File: src/rtl/ldm_stm_sequencer.sv
// Block-transfer sequencer for ARM LDM/STM: walks reg_list lowest register first,
// one register per cycle, then optionally writes the updated base back.
module ldm_stm_sequencer #(
    parameter int DATA_W = 32,
    parameter int NREGS  = 16
) (
    input  logic              clk,
    input  logic              reset,
    input  logic              start,
    input  logic              is_load,
    input  logic              incr,
    input  logic              writeback,
    input  logic [3:0]        base_reg,
    input  logic [DATA_W-1:0] base_addr,
    input  logic [NREGS-1:0]  reg_list,
    output logic [3:0]        ra,
    input  logic [DATA_W-1:0] rd_data,
    output logic [DATA_W-1:0] mem_addr,
    output logic              mem_we,
    output logic [DATA_W-1:0] mem_wd,
    input  logic [DATA_W-1:0] mem_rd,
    output logic [3:0]        rf_wa,
    output logic [DATA_W-1:0] rf_wd,
    output logic              rf_we,
    output logic              pc_wr,
    output logic              busy,
    output logic              done,
    output logic [1:0]        dbg_state
);

    // Handshake: start is a one-cycle request taken only while busy=0; while
    // busy=1 the core stalls and further starts are dropped.

    typedef enum logic [1:0] {IDLE = 2'd0, XFER = 2'd1, WB = 2'd2} state_t;

    state_t              state_q, state_d;
    logic [NREGS-1:0]    mask_q, mask_d;
    logic [DATA_W-1:0]   addr_q, addr_d;
    logic [DATA_W-1:0]   final_q, final_d;
    logic                load_q, load_d;
    logic                wb_q, wb_d;
    logic                supp_q, supp_d;
    logic [3:0]          base_q, base_d;
    logic                done_q, done_d;

    logic [3:0]          cur;
    logic [NREGS-1:0]    mask_rest;
    logic [DATA_W-1:0]   span;

    function automatic logic [DATA_W-1:0] popcount(input logic [NREGS-1:0] v);
        logic [DATA_W-1:0] cnt;
        cnt = '0;
        for (int i = 0; i < NREGS; i++) cnt = cnt + DATA_W'(v[i]);
        return cnt;
    endfunction

    always_comb begin
        cur = '0;
        for (int i = NREGS - 1; i >= 0; i--) begin
            if (mask_q[i]) cur = i[3:0];
        end
    end

    // x & (x-1) drops the lowest set bit, i.e. the register being moved now.
    assign mask_rest = mask_q & (mask_q - NREGS'(1));
    assign span      = popcount(reg_list) << 2;

    always_ff @(posedge clk) begin
        if (reset) begin
            state_q <= IDLE;
            mask_q  <= '0;
            addr_q  <= '0;
            final_q <= '0;
            load_q  <= 1'b0;
            wb_q    <= 1'b0;
            supp_q  <= 1'b0;
            base_q  <= '0;
            done_q  <= 1'b0;
        end else begin
            state_q <= state_d;
            mask_q  <= mask_d;
            addr_q  <= addr_d;
            final_q <= final_d;
            load_q  <= load_d;
            wb_q    <= wb_d;
            supp_q  <= supp_d;
            base_q  <= base_d;
            done_q  <= done_d;
        end
    end

    always_comb begin
        state_d = state_q;
        mask_d  = mask_q;
        addr_d  = addr_q;
        final_d = final_q;
        load_d  = load_q;
        wb_d    = wb_q;
        supp_d  = supp_q;
        base_d  = base_q;
        done_d  = 1'b0;
        case (state_q)
            IDLE: begin
                if (start) begin
                    load_d = is_load;
                    wb_d   = writeback;
                    base_d = base_reg;
                    supp_d = is_load & reg_list[base_reg];
                    mask_d = reg_list;
                    if (incr) begin
                        addr_d  = base_addr;
                        final_d = base_addr + span;
                    end else begin
                        addr_d  = base_addr - span;
                        final_d = base_addr - span;
                    end
                    if (reg_list == '0) done_d = 1'b1;
                    else                state_d = XFER;
                end
            end
            XFER: begin
                mask_d = mask_rest;
                addr_d = addr_q + DATA_W'(4);
                if (mask_rest == '0) begin
                    if (wb_q) begin
                        state_d = WB;
                    end else begin
                        state_d = IDLE;
                        done_d  = 1'b1;
                    end
                end
            end
            WB: begin
                state_d = IDLE;
                done_d  = 1'b1;
            end
            default: state_d = IDLE;
        endcase
    end

    always_comb begin
        ra       = '0;
        mem_addr = '0;
        mem_we   = 1'b0;
        mem_wd   = '0;
        rf_wa    = '0;
        rf_wd    = '0;
        rf_we    = 1'b0;
        case (state_q)
            XFER: begin
                mem_addr = addr_q;
                if (load_q) begin
                    rf_wa = cur;
                    rf_wd = mem_rd;
                    rf_we = 1'b1;
                end else begin
                    ra     = cur;
                    mem_wd = rd_data;
                    mem_we = 1'b1;
                end
            end
            WB: begin
                // A base register that was also loaded keeps the loaded value.
                rf_wa = base_q;
                rf_wd = final_q;
                rf_we = ~supp_q;
            end
            default: ;
        endcase
    end

    assign pc_wr     = rf_we && (rf_wa == 4'hF);
    assign busy      = (state_q != IDLE);
    assign done      = done_q;
    assign dbg_state = state_q;

endmodule

File: config.mk
export PLATFORM = sky130hd
export DESIGN_NAME = ldm_stm_sequencer
export DESIGN_NICKNAME = d
export VERILOG_FILES = /design/src/rtl/ldm_stm_sequencer.sv
export SDC_FILE = /design/constraint.sdc
export NUM_CORES = 1
export LEC_CHECK = 0
export ABC_AREA = 1
export BUFFER_PORTS_ARGS = -buffer_cell sky130_fd_sc_hd__buf_4
export CORE_UTILIZATION = 40
export CTS_CLUSTER_DIAMETER = 40
export DETAILED_ROUTE_END_ITERATION = 8
export HOLD_SLACK_MARGIN = 0.15
export PLACE_DENSITY = 0.65
export SYNTH_ARGS = -nofsm -noshare
export SYNTH_HDL_FRONTEND = slang
export SYNTH_SLANG_ARGS = --single-unit
export TNS_END_PERCENT = 5
File: constraint.sdc
create_clock -name clk -period 13.7 [get_ports clk]
set_clock_uncertainty 0.1 [all_clocks]
set_input_delay 1.37 -clock clk [delete_from_list [all_inputs] [get_ports clk]]
set_output_delay 1.37 -clock clk [all_outputs]
set_load 0.01 [all_outputs]
==> impl_metrics.py <==
metrics = {
    "outcome": {
        "outcome": "finished, final reports clean",
    },
    "finish": {
        "post-route-util_pct": 52.15,
        "fillCellCount": 2213,
        "area_growth_pct": 26.12,
        "fin_nets": 1800,
        "insertedDiodeCount": 0,
        "drive_gt1_share_pct": 19.16,
        "multiInputGateArea_mm2": 0.005510,
        "regArea_mm2": 0.001802,
        "stdcell_area_mm2": 0.01072,
        "layout_common_cells": "353 x nand2_1, 240 x buf_4, 224 x inv_1, 161 x nor2_1, 133 x a21oi_1",
        "final_common_cell": "nand2_1",
    },
    "setup_path": {
        "startpoint_type": "primary input",
        "arrival_ps": 6310,
        "path_class": "primary input to register",
        "cp_common_cell": "nand2_1",
        "worstRegToRegCells": 9,
        "required_ps": 13860,
        "crit_path_top_delay_cell": "fa_1",
        "rr_endpoint": "mask_q[13]",
        "path_max_fanout": 8,
        "max_stage_delay_ps": 570,
        "cp-end-kind": "register",
        "reg2reg_from": "dbg_state[1]",
        "regToRegSetupSlack_ps": 10310,
    },
    "synth": {
        "ys_seq_elements": 90,
        "ys_types": 47,
        "synthAdderAreaFrac_pct": 6.063,
        "synthXorXnorAreaFrac_pct": 1.648,
        "synth_fp_nets": 1626,
        "synth_top_family_by_area": "simple AND/OR/NAND/NOR gates",
        "synth.area.top_cells": "dfxtp_1 21%, nand2_1 16%, inv_1 9.9%",
        "synthFlopType": "dfxtp_1",
        "avgSynthCellArea_um2": 5.784,
        "ys_seq_area_share_pct": 21.19,
        "yosysTopAreaCell": "dfxtp_1",
        "synth_edf_count": 0,
        "netlist.area_leader.share_pct": 21.19,
        "syn_area_mm2": 0.008502,
        "synth.area.mux_share_pct": 0,
        "async_reset_ff_share_pct": 0,
        "netlist_instances": 1470,
        "yosysWarnings": 0,
        "synthSimpleGateAreaFrac_pct": 35.92,
        "synth-compound-area-share_pct": 21.02,
    },
    "route": {
        "drtPass1Iterations": 6,
        "vias": 10200,
        "drc": 0,
        "first_iter_violations": 854,
        "vias_per_cell": 5.316,
        "ant_nets": 0,
        "drt_wl_total_um": 31870,
        "wl_per_cell_um": 16.61,
    },
    "placed_design": {
        "dpl-instance-area_mm2": 0.01035,
        "portBuffers": 232,
        "hpwl_um": 24030,
        "gp_congestion": 0.9602,
    },
    "timing": {
        "finalHoldViolations": 0,
        "min_period_ps": 6150,
        "whs_ps": 367.2,
        "final_max_slew_viol_count": 0,
        "setup_viol_count_final": 0,
        "worst-slew-pin-transition_ps": 1042,
        "post-route-period-util_pct": 44.89,
        "max_slew_margin_pct": 30.08,
        "rsz0062_at_grt": "false",
        "setup_tns_ps": 0,
        "fmax_mhz": 162.6,
    },
    "global_route": {
        "met2_usage_pct": 46.53,
        "use_met1_pct": 39.38,
        "grt_util_met3_pct": 4.660,
        "first_global_vias": 9068,
        "grt_pass1_wl_um": 49410,
        "antenna_found_initial": 0,
        "grt_overflow": 0,
        "track_usage_pct": 28.82,
        "grt_start_max_net_pins": 72,
        "top_usage_layer": "met2",
    },
    "power": {
        "power_leakage_nw": 5.293,
        "max-vdd-ir-drop_v": 0.0001039,
        "p_total_mw": 1.914,
        "p_per_area_mw_per_mm2": 178.5,
    },
    "floorplanning": {
        "dieArea_mm2": 0.02184,
        "die_x_um": 147.8,
        "coreArea_mm2": 0.02056,
        "start_util_pct": 41.35,
        "pin_count": 233,
        "rows": 52,
        "die_h_um": 147.8,
    },
    "cts": {
        "cts_setup_buffers": 0,
        "cts_tree": "done",
        "clock_path_buffers": 2,
        "cts_resized": 0,
        "path_clk_slew_ps": 70,
        "cts_buffers": 9,
        "cts_sinks": 90,
        "cts_root_buf": "clkbuf_16",
        "htree_levels": 3,
        "ctsHoldBuffers": 0,
        "clk_latency_ps": 360,
    },
    "job": {
        "maxCapViolCount": 0,
    },
    "hold_path": {
        "min_from": "supp_q",
        "holdPathEnd": "supp_q",
        "min_path_cells": 2,
        "hold_class": "register to register",
    },
}
-- metrics by stage --
step	cells	setup slack (ps)
after floorplan	1470	7830
after global placement	1903	7239
after detailed placement	1903	7237
after CTS	1919	7580
after global routing	1919	7233
final	1919	7550
-- where the power goes --
group	switching, mW	internal, mW	total (mW)
sequential	0.113	0.362	0.474
clock	0.124	0.199	0.324
combinational	0.732	0.384	1.12
total	0.969	0.945	1.91
-- worst max-delay path, delay by kind of cell --
family                   cells  cell delay, ps
buffers and inverters        5             380
AND/OR/NAND/NOR             11            1190
adder cells (fa/ha/maj)      7            3010
XOR/XNOR                     2             360
-- sequential cells by signal, summed over array words and instances, names as in the netlist --
name       cells
load_q         1
supp_q         1
base_q         4
dbg_state      2
addr_q        32
mask_q        16
wb_q           1
final_q       32
done           1
-- how the worst max path moves through the flow --
stage	startpoint	end	slack, ps	depth (start not counted)
2_1_floorplan	reg_list[0]	final_q[30]	7830	24
3_3_place_gp	reg_list[1]	addr_q[28]	7240	25
3_5_place_dp	reg_list[1]	addr_q[20]	7240	23
4_1_cts	reg_list[1]	final_q[31]	7580	25
5_1_grt	reg_list[1]	final_q[27]	7230	26
6_report	reg_list[1]	final_q[31]	7550	25
-- Yosys cell counts, types with 14 or more instances --
library cell / count
inv_1: 225
a21oi_1: 134
nor2_1: 161
clkbuf_1: 60
o21ai_0: 96
o211ai_1: 21
nand3_1: 87
nor3_1: 23
dfxtp_1: 90
ha_1: 22
nand2_1: 353
nand4_1: 24
a221oi_1: 14
xor2_1: 14
-- cell families (layout without fill, tap and decap cells) --
group	count (synthesis)	in the layout
compound gates	313	313
flops	90	90
buf+inv	316	495
simple gates	701	701
xor+xnor	16	16
fa+ha+maj	34	34
-- cell type report --
class | instances | area share [%]
well taps | 270 | 3.151
clock inverters | 7 | 1.389
multi-input cells | 1064 | 51.39
flip-flops and latches | 90 | 16.80
clock buffers | 9 | 2.100
inverters | 239 | 8.366
repair buffers | 240 | 16.80
-- routing by layer --
layer | share of wire (%) | routed length, µm
met3 | 7.0 | 2230
met2 | 45 | 14490
met1 | 45 | 14350
met5 | 0 | 0
met4 | 2.5 | 796
Power figures use the tool's default switching activity.
